--- src/rtl/icb_result_writer_if.sv ---
// ICB command/response bus between the result writer (initiator) and system memory.
// Master drives commands and response-ready; slave drives command-ready and responses.
interface icb_result_writer_if;
    logic        icb_cmd_valid;
    logic        icb_cmd_ready;
    logic        icb_cmd_read;
    logic [31:0] icb_cmd_addr;
    logic [31:0] icb_cmd_wdata;
    logic [3:0]  icb_cmd_wmask;
    logic        icb_rsp_valid;
    logic        icb_rsp_ready;
    logic [31:0] icb_rsp_rdata;
    logic        icb_rsp_err;

    modport master (
        output icb_cmd_valid, icb_cmd_read, icb_cmd_addr, icb_cmd_wdata, icb_cmd_wmask, icb_rsp_ready,
        input  icb_cmd_ready, icb_rsp_valid, icb_rsp_rdata, icb_rsp_err
    );

    modport slave (
        input  icb_cmd_valid, icb_cmd_read, icb_cmd_addr, icb_cmd_wdata, icb_cmd_wmask, icb_rsp_ready,
        output icb_cmd_ready, icb_rsp_valid, icb_rsp_rdata, icb_rsp_err
    );
endinterface

--- src/rtl/icb_result_writer.sv ---
// Buffers 64-bit systolic-array result beats and writes each out as two 32-bit ICB
// write commands at base + 8*waddr, with outstanding-write limiting and flush/done.
module icb_result_writer #(
    parameter int unsigned DEPTH   = 4,
    parameter int unsigned MAX_OUT = 2
) (
    input  logic        clk,
    input  logic        rst_n,
    input  logic        start,
    input  logic [31:0] base_addr,
    input  logic        flush,
    input  logic        wen_n,
    input  logic [12:0] waddr,
    input  logic [63:0] data_out,
    output logic        in_ready,
    output logic        busy,
    output logic        done,
    output logic        err,
    output logic        ovf,
    icb_result_writer_if.master icb
);

    localparam int unsigned AW = (DEPTH > 1) ? $clog2(DEPTH) : 1;
    localparam int unsigned CW = AW + 1;
    localparam int unsigned OW = 3;
    localparam logic [CW-1:0] FULL_CNT = CW'(DEPTH);
    localparam logic [OW-1:0] OUT_MAX  = OW'(MAX_OUT);

    typedef struct packed {
        logic [12:0] waddr;
        logic [63:0] data;
    } beat_t;

    typedef enum logic [1:0] {
        S_IDLE,
        S_LO,
        S_HI_WAIT,
        S_HI
    } state_t;

    beat_t           mem [DEPTH];
    logic [AW-1:0]   wptr_q;
    logic [AW-1:0]   rptr_q;
    logic [CW-1:0]   count_q;
    logic [CW-1:0]   count_d;
    logic            fifo_empty;
    logic            push;
    logic            pop;
    beat_t           head;

    state_t          state_q;
    state_t          state_d;
    logic            cmd_valid_q;
    logic            cmd_valid_d;
    logic [31:0]     addr_q;
    logic [31:0]     addr_d;
    logic [31:0]     wdata_q;
    logic [31:0]     wdata_d;

    logic [OW-1:0]   out_q;
    logic [OW-1:0]   out_d;
    logic            cmd_hs;
    logic            rsp_live;

    logic [31:0]     base_q;
    logic            flush_pend_q;
    logic            start_ok;
    logic            done_fire;
    logic            err_q;
    logic            ovf_q;
    logic            done_q;
    logic            unused_rdata;

    // FIFO occupancy: in_ready reflects the count at the start of the cycle only
    assign fifo_empty = (count_q == '0);
    assign in_ready   = (count_q != FULL_CNT);
    assign push       = ~wen_n & in_ready;
    assign count_d    = count_q + CW'(push) - CW'(pop);
    assign head       = mem[rptr_q];

    always_ff @(posedge clk) begin
        if (push) begin
            mem[wptr_q] <= '{waddr: waddr, data: data_out};
        end
    end

    always_ff @(posedge clk or negedge rst_n) begin
        if (!rst_n) begin
            wptr_q  <= '0;
            rptr_q  <= '0;
            count_q <= '0;
        end else begin
            if (push) begin
                wptr_q <= wptr_q + AW'(1);
            end
            if (pop) begin
                rptr_q <= rptr_q + AW'(1);
            end
            count_q <= count_d;
        end
    end

    // Outstanding writes; stray responses after reset must not underflow the counter
    assign cmd_hs   = cmd_valid_q & icb.icb_cmd_ready;
    assign rsp_live = icb.icb_rsp_valid & (out_q != '0);
    assign out_d    = out_q + OW'(cmd_hs) - OW'(rsp_live);

    always_ff @(posedge clk or negedge rst_n) begin
        if (!rst_n) begin
            out_q <= '0;
        end else begin
            out_q <= out_d;
        end
    end

    always_ff @(posedge clk or negedge rst_n) begin
        if (!rst_n) begin
            state_q <= S_IDLE;
        end else begin
            state_q <= state_d;
        end
    end

    // Command sequencing: low word, then high word, pop only after the high word is taken
    always_comb begin
        state_d     = state_q;
        cmd_valid_d = cmd_valid_q;
        addr_d      = addr_q;
        wdata_d     = wdata_q;
        pop         = 1'b0;
        unique case (state_q)
            S_IDLE: begin
                if (!fifo_empty && (out_q < OUT_MAX)) begin
                    addr_d      = base_q + {16'd0, head.waddr, 3'd0};
                    wdata_d     = head.data[31:0];
                    cmd_valid_d = 1'b1;
                    state_d     = S_LO;
                end
            end
            S_LO: begin
                if (cmd_hs) begin
                    if (out_d < OUT_MAX) begin
                        addr_d      = addr_q + 32'd4;
                        wdata_d     = head.data[63:32];
                        cmd_valid_d = 1'b1;
                        state_d     = S_HI;
                    end else begin
                        cmd_valid_d = 1'b0;
                        state_d     = S_HI_WAIT;
                    end
                end
            end
            S_HI_WAIT: begin
                if (out_q < OUT_MAX) begin
                    addr_d      = addr_q + 32'd4;
                    wdata_d     = head.data[63:32];
                    cmd_valid_d = 1'b1;
                    state_d     = S_HI;
                end
            end
            S_HI: begin
                if (cmd_hs) begin
                    pop         = 1'b1;
                    cmd_valid_d = 1'b0;
                    state_d     = S_IDLE;
                end
            end
            default: begin
                cmd_valid_d = 1'b0;
                state_d     = S_IDLE;
            end
        endcase
    end

    always_ff @(posedge clk or negedge rst_n) begin
        if (!rst_n) begin
            cmd_valid_q <= 1'b0;
            addr_q      <= '0;
            wdata_q     <= '0;
        end else begin
            cmd_valid_q <= cmd_valid_d;
            addr_q      <= addr_d;
            wdata_q     <= wdata_d;
        end
    end

    assign busy      = ~fifo_empty | cmd_valid_q | (state_q != S_IDLE) | (out_q != '0);
    assign start_ok  = start & ~busy & ~cmd_valid_q;
    assign done_fire = (flush | flush_pend_q) & fifo_empty & (state_q == S_IDLE)
                     & (out_q == '0) & ~start_ok;

    // Base register, sticky flags and the flush/done handshake
    always_ff @(posedge clk or negedge rst_n) begin
        if (!rst_n) begin
            base_q       <= '0;
            flush_pend_q <= 1'b0;
            err_q        <= 1'b0;
            ovf_q        <= 1'b0;
            done_q       <= 1'b0;
        end else begin
            done_q       <= done_fire;
            flush_pend_q <= done_fire ? 1'b0 : (flush_pend_q | flush);
            if (start_ok) begin
                base_q <= base_addr;
                err_q  <= 1'b0;
                ovf_q  <= 1'b0;
            end else begin
                if (rsp_live && icb.icb_rsp_err) begin
                    err_q <= 1'b1;
                end
                if (!wen_n && !in_ready) begin
                    ovf_q <= 1'b1;
                end
            end
        end
    end

    assign done = done_q;
    assign err  = err_q;
    assign ovf  = ovf_q;

    assign icb.icb_cmd_valid = cmd_valid_q;
    assign icb.icb_cmd_read  = 1'b0;
    assign icb.icb_cmd_addr  = addr_q;
    assign icb.icb_cmd_wdata = wdata_q;
    assign icb.icb_cmd_wmask = 4'hF;
    assign icb.icb_rsp_ready = 1'b1;

    // Read data is meaningless for write responses
    assign unused_rdata = ^icb.icb_rsp_rdata;

endmodule

--- src/flat_wrapper.sv ---
// flat-port wrapper written by rule: the top's interface ports become plain ports
module icb_result_writer_flat 
#(
    parameter int unsigned DEPTH   = 4,
    parameter int unsigned MAX_OUT = 2
)
  (clk, rst_n, start, base_addr, flush, wen_n, waddr, data_out, in_ready, busy, done, err, ovf, icb_icb_cmd_valid, icb_icb_cmd_read, icb_icb_cmd_addr, icb_icb_cmd_wdata, icb_icb_cmd_wmask, icb_icb_rsp_ready, icb_icb_cmd_ready, icb_icb_rsp_valid, icb_icb_rsp_rdata, icb_icb_rsp_err);
  icb_result_writer_if icb_i ();
  input  logic clk;
  input  logic rst_n;
  input  logic start;
  input  logic [31:0] base_addr;
  input  logic flush;
  input  logic wen_n;
  input  logic [12:0] waddr;
  input  logic [63:0] data_out;
  output logic in_ready;
  output logic busy;
  output logic done;
  output logic err;
  output logic ovf;
  output wire logic [$bits(icb_i.icb_cmd_valid)-1:0] icb_icb_cmd_valid;
  output wire logic [$bits(icb_i.icb_cmd_read)-1:0] icb_icb_cmd_read;
  output wire logic [$bits(icb_i.icb_cmd_addr)-1:0] icb_icb_cmd_addr;
  output wire logic [$bits(icb_i.icb_cmd_wdata)-1:0] icb_icb_cmd_wdata;
  output wire logic [$bits(icb_i.icb_cmd_wmask)-1:0] icb_icb_cmd_wmask;
  output wire logic [$bits(icb_i.icb_rsp_ready)-1:0] icb_icb_rsp_ready;
  input wire logic [$bits(icb_i.icb_cmd_ready)-1:0] icb_icb_cmd_ready;
  input wire logic [$bits(icb_i.icb_rsp_valid)-1:0] icb_icb_rsp_valid;
  input wire logic [$bits(icb_i.icb_rsp_rdata)-1:0] icb_icb_rsp_rdata;
  input wire logic [$bits(icb_i.icb_rsp_err)-1:0] icb_icb_rsp_err;
  assign icb_icb_cmd_valid = icb_i.icb_cmd_valid;
  assign icb_icb_cmd_read = icb_i.icb_cmd_read;
  assign icb_icb_cmd_addr = icb_i.icb_cmd_addr;
  assign icb_icb_cmd_wdata = icb_i.icb_cmd_wdata;
  assign icb_icb_cmd_wmask = icb_i.icb_cmd_wmask;
  assign icb_icb_rsp_ready = icb_i.icb_rsp_ready;
  assign icb_i.icb_cmd_ready = icb_icb_cmd_ready;
  assign icb_i.icb_rsp_valid = icb_icb_rsp_valid;
  assign icb_i.icb_rsp_rdata = icb_icb_rsp_rdata;
  assign icb_i.icb_rsp_err = icb_icb_rsp_err;
  icb_result_writer #(.DEPTH(DEPTH), .MAX_OUT(MAX_OUT)) u_core (.clk(clk), .rst_n(rst_n), .start(start), .base_addr(base_addr), .flush(flush), .wen_n(wen_n), .waddr(waddr), .data_out(data_out), .in_ready(in_ready), .busy(busy), .done(done), .err(err), .ovf(ovf), .icb(icb_i));
endmodule
--- config.mk ---
export PLATFORM = sky130hd
export DESIGN_NAME = icb_result_writer_flat
export DESIGN_NICKNAME = d
export VERILOG_FILES = /design/src/rtl/icb_result_writer_if.sv /design/src/rtl/icb_result_writer.sv /design/src/flat_wrapper.sv
export SDC_FILE = /design/constraint.sdc
export NUM_CORES = 1
export LEC_CHECK = 0
export CORE_ASPECT_RATIO = 1.2
export CORE_UTILIZATION = 35
export CTS_CLUSTER_DIAMETER = 60
export DETAILED_ROUTE_END_ITERATION = 7
export PLACE_DENSITY_LB_ADDON = 0.15
export SLEW_MARGIN = 15
export SYNTH_ARGS = -nofsm -noshare
export SYNTH_HDL_FRONTEND = slang
export SYNTH_SLANG_ARGS = --single-unit
--- constraint.sdc ---
create_clock -name clk -period 8.5 [get_ports clk]
set_clock_uncertainty 0.05 [all_clocks]
set_input_delay 2.55 -clock clk [delete_from_list [all_inputs] [get_ports clk]]
set_output_delay 2.55 -clock clk [all_outputs]
set_load 0.05 [all_outputs]
### Word level (Yosys, flattened, before mapping)

Memories as Yosys holds them, arrays and structs flattened.
Index checks and enable logic that the tools add are counted.

| storage, ports and cells | value |
|---|---|
| memory bits (writable) | 308 |
| output and inout bits | 76 |
| word-level logic and storage cells | 98 |
| input port bits | 149 |
| memories | 1 |
| register bits | 113 |

| operators by class | value |
|---|---|
| magnitude comparators | 2 |
| muxes and demuxes | 31 |
| eq/ne operators | 9 |
| add/subtract/negate cells | 8 |
| reduce and logical (&&, ||, !) cells | 16 |
| bitwise gates (word level) | 18 |

Memories:

| memory | words | bits a word | read ports | clocked after memory_dff | wr ports | line | text |
|---|---|---|---|---|---|---|---|
| u_core.mem | 4 | 77 | 1 | 0 | 1 | icb_result_writer.sv:41 | `beat_t mem [DEPTH];` |

Operator list:

| kind | count |
|---|---|
| two-way mux 32 bit | 8 |
| case mux 32 bit (3 select lines) | 2 |
| adder 32 x 16 -> 32 bit | 1 |
| adder 32 x 3 -> 32 bit, second input constant | 1 |
| two-way mux 1 bit | 15 |
| inequality test 2 x 1 -> 1 bit, second input constant | 5 |
| bitwise AND 1 bit | 9 |
| two-way mux 2 bit | 4 |
| case mux 2 bit (4 select lines) | 1 |
| adder 3 x 1 -> 3 bit | 2 |
| logical NOT 3 bit | 2 |
| < comparator 3 x 2 -> 1 bit, second input constant | 2 |
| nonzero test 2 bit | 3 |
| nonzero test 3 bit | 2 |
| subtractor 3 x 1 -> 3 bit | 2 |
| inverter 1 bit | 5 |
| AND reduction 5 bit | 1 |
| adder 2 x 1 -> 2 bit, second input constant | 2 |
| == test 2 bit, second input constant | 2 |
| OR 1 bit | 4 |
| case mux 1 bit (4 select lines) | 1 |
| AND reduction 4 bit | 1 |
| logical AND 1 bit | 3 |
| logical NOT 1 bit | 3 |
| 3 further kinds | 3 |

### Longest topological paths before layout

| depth | value |
|---|---|
| depth in word-level cells | 11 |
| mapped depth | 14 |
| mapped depth without buffers | 12 |

### Worst setup path before layout

OpenSTA, ideal clock, no wires.

| path | value |
|---|---|
| path kind | input -> register |
| from | in wen_n |
| to | mem u_core.mem[0][0] in the netlist's numbering, enable pin |
| setup slack | 3.248 ns |
| stages on the path | 2 |
| data required time | 8.006 ns |
| arrival | 4.758 ns |
| buffers on the path | 0 |
| library setup time | 0.444 ns |
| cells stage by stage | a21oi_1 > and2_1 |

| between the ends | value |
|---|---|
| word-level cells in the longest chain between the ends | 4 |

Ends and longest elaborated chain:

| what | line | text |
|---|---|---|
| from (decl) | flat_wrapper.sv:14 | `input logic wen_n;` |
| inverter 1 bit | icb_result_writer.sv:77 | `assign push = ~wen_n & in_ready;` |
| bitwise AND 1 bit | icb_result_writer.sv:77 |  |
| two-way mux 1 bit | icb_result_writer.sv:82 | `if (push) begin` |
| two-way mux 1 bit (not written as such) | icb_result_writer.sv:83 | `mem[wptr_q] <= '{waddr: waddr, data: data_out};` |
| to (decl) | icb_result_writer.sv:41 |  |

No other way between the ends.

### Worst setup path after layout

| path | value |
|---|---|
| from | in icb_icb_rsp_valid |
| to | reg u_core.addr_q[27] (netlist: u_core.icb.icb_cmd_addr[27]) |

| between the ends | value |
|---|---|
| word-level cells in the longest chain between the ends | 5 |

Ends and longest elaborated chain:

| what | line | text |
|---|---|---|
| from (decl) | flat_wrapper.sv:29 | `input wire logic [$bits(icb_i.icb_rsp_valid)-1:0] icb_icb_rsp_valid;` |
| bitwise AND 1 bit | icb_result_writer.sv:105 | `assign rsp_live = icb.icb_rsp_valid & (out_q != '0);` |
| subtractor 3 x 1 -> 3 bit | icb_result_writer.sv:106 | `assign out_d = out_q + OW'(cmd_hs) - OW'(rsp_live);` |
| net u_core.out_d[2] | icb_result_writer.sv:61 | `logic [OW-1:0] out_d;` |
| < comparator 3 x 2 -> 1 bit | icb_result_writer.sv:142 | `if (out_d < OUT_MAX) begin` |
| inequality test 2 x 1 -> 1 bit (no line) | n/a |  |
| AND reduction 5 bit (no line) | n/a |  |
| to (signal assigned) | icb_result_writer.sv:182 | `addr_q <= addr_d;` |
| to (decl) | icb_result_writer.sv:55 | `logic [31:0] addr_q;` |

The timed path passes the listed nets, and every way through them passes these cells.
A chain may end at the register's enable or synchronous reset.

==> reports/qor.txt <==
CTS tree - yes
Unrepaired setup endpoints after global routing - false
Worst slew margin - 27.8%
Final slew viol count - 0
Starting Density - 35.6%
Top cells by area, synth - edfxtp_1 (52%), dfrtp_1 (16%), mux4_2 (9.8%)
Sw power - 3.17 mW
Post-Syn Area - 0.0177 sq mm
CTS H-tree lvls - 2
PnR worst setup slack - 2.64 ns
Die height - 248 microns
Largest area contributor in the netlist - edfxtp_1
Detailed-route DRC error count - 34
Syn_area_per_cell - 16.4 sq um
First-pass GRT wire length - 62400 microns
Share of Yosys cell area claimed by the top area cell type - 52.4%
Count leader, synth - edfxtp_1
Compound-gate portion of the synthesized area - 5.97%
Comb power frac - 39.7%
Routed wire length - 40000 microns
Cells after Synth - 1078
Largest net degree at the start of global routing - 73
Starting DRT DRC Count - 579
Largest family of logic cells by synthesized area - multiplexers
Pre-Repair DR Iteration Count - 8
Postcts setup bufs - 0
Asr flop ratio synth - 26.8%
Post-layout util - 44.0%
VDD IR-drop max - 0.177 mV
CTS buffer count - 48
Peak Freq - 0.171 GHz
P_int - 5.39 mW
Main synth FF type - edfxtp_1
Post-synthesis mux area share - 14.8%
Post-Synth Simple-Gate Area - 5.45%
I/O pin count - 225
Fraction of layout cells with a size suffix above 1 - 15.8%
Core Region - 0.0496 sq mm
Cts hold-fix bufs - 0
CTS root buffer - clkbuf_16
Adder-cell area share of the yosys netlist - 2.32%
Final Hold Fails - 0
Chip width - 207 microns
Synth warn - 0
Die area - 0.0514 sq mm
Post-Layout Cell Count - 1951
Worst slew pin tran - 1.08 ns
Post-DP HPWL - 24500 microns
Register Area - 0.0121 sq mm
Max-cap violations - 0
Area grow syn2layout - 23.4%
Hold WS - 0.428 ns
Routed Antenna Nets - 0
Post-synth EDFFs - 308
CP Launch Type - input pin
Placement Setup Slack - 2.04 ns
Cell variety after synth - 63
PD cells - 393 mW/mm^2
Slowest CP cell - nor2_1
Xor and xnor area share after synthesis - 1.04%
Finished Cell Area - 0.0218 sq mm
Seq/Total Area, Yosys - 68.4%
Status - complete, but fails checks
Commonest cells post-synth - edfxtp_1 (308), dfrtp_1 (113), nand2_1 (78)
Pleak - 7.85 nW
Post-DP Area - 0.0202 sq mm
Multi-input gate area in the final layout - 0.00528 sq mm
Via count - 9960
Synth Register Bits - 421
Worst stage delay on the critical path - 0.88 ns
GRT Total Usage - 16.0%
RePlAce Congestion - 0.810
Data required, critical path - 8.93 ns
CP Capture Type - flip-flop
Clk buf depth - 3
Vias in the first global route - 10600
Average via count per standard cell - 5.11
GRT overflow - 0
CP arrival - 6.28 ns
# port buffers - 186
Worst-path cell chain - clkdlybuf4s50_1 -> o31a_1 -> ha_1 -> inv_1 -> ha_1 -> fa_1 -> xnor2_1 -> o31a_1 -> or3_4 -> nor2_1 -> a32o_1 -> a21oi_1 -> o21ai_0
Clk_lat worst skew - 0.57 ns
# nets final - 1455
Filler cell count - 4403
Sw Ratio - 37.1%
Ratio of final minimum period to clock period - 68.9%
Seq pwr share - 36.0%
Row count - 89
# setup viols final - 0
Avg WL per Cell - 20.5 microns
Setup CP Type - input pin to flip-flop
Share of total power in the clock network - 24.3%
CTS Sinks - 421
Clock slew at reported path FFs - 0.06 ns
Critical path fanouts, max - 30
Initial antenna violation count - 3
Setup tns final - 0 ns
CTS-repair resized insts - 0
Hold Crit Class - flip-flop to flip-flop
Crit path time final - 5.86 ns
Post-Place Cells - 1862
Failing checks - DRC
Total power draw - 8.56 mW
==> placed cells by master (no fill, tap or decap), drive strengths merged, types with 7 or more instances in the layout <==
master,n
edfxtp,308
clkdlybuf4s50,185
dfrtp,113
nand2,79
mux4,77
clkbuf,65
o21ai,64
a21oi,57
mux2i,39
mux2,34
ha,28
nand3,26
nor2,26
inv,24
xnor2,19
and2,15
buf,14
clkinv,13
o22ai,12
nand4,11
and3,9
nor3,7
==> power by group through the flow <==
| stage | logic [mW] | clock network, mW | registers [mW] |
|---|---|---|---|
| after floorplan | 2.01 | 0 | 3.52 |
| after global placement | 3.44 | 0 | 3.11 |
| after detailed placement | 3.48 | 0 | 3.13 |
| after CTS | 3.49 | 2.15 | 3.09 |
| after global routing | 3.74 | 2.21 | 3.14 |
| final | 3.40 | 2.08 | 3.08 |
==> layer usage <==
| metal | GRT usage [%] | vias up | wire, microns |
|---|---|---|---|
| li1 | - | 4589 | - |
| met1 | 19.0 | 5040 | 16200 |
| met2 | 28.7 | 252 | 20500 |
| met3 | 3.33 | 73 | 2270 |
| met4 | 6.10 | 6 | 1060 |
| met5 | 0 | - | 44 |
==> cell families (layout without fill, tap and decap cells) <==
family,Yosys count,after routing
other,2,7
AOI/OAI and AO/OA,179,179
adders and majority gates,31,31
xor gates and xnor gates,21,21
DFF,421,421
and+or+nand+nor,195,195
muxes,150,150
buffers and inverters,79,310
==> registers in the layout (all words and copies together) (netlist names), 3 cells and up <==
register / count
u_core.count_q: 3
u_core.out_q: 3
u_core.base_q: 32
u_core.icb.icb_cmd_wdata: 32
u_core.mem: 308
u_core.icb.icb_cmd_addr: 32
==> cell type report <==
cell class	count	area share [%]
tap	637	3.66
sequential	421	55.5
multi-input combinational	582	24.2
antenna	1	0.0115
inverter	23	0.396
clock buffer	65	6.04
timing repair buffer	199	9.00
clock inverter	23	1.23
==> worst paths after layout <==
path	from	depth (start not counted)	endpoint	slack (ns)
worst min register to register	u_core.icb.icb_cmd_wdata[2]	2	u_core.icb.icb_cmd_wdata[2]	0.43
worst min-delay path	u_core.icb.icb_cmd_wdata[2]	2	u_core.icb.icb_cmd_wdata[2]	0.43
worst max-delay path	icb_icb_rsp_valid	13	u_core.icb.icb_cmd_addr[27]	2.64
max in group asynchronous	rst_n	2	u_core.base_q[10]	5.18
min in group asynchronous	rst_n	1	u_core.out_q[2]	1.97
worst max register to register	u_core.out_q[2]	12	u_core.icb.icb_cmd_addr[27]	4.43
==> worst max-delay path, delay by kind of cell <==
kind | cells | cell delay, ns
AO/OA/AOI/OAI | 5 | 0.82
XOR/XNOR | 1 | 0.18
AND/OR/NAND/NOR | 2 | 1.44
adder cells (fa/ha/maj) | 3 | 0.86
buffers and inverters | 2 | 0.44
No activity file was read; power rests on OpenSTA's default activity.
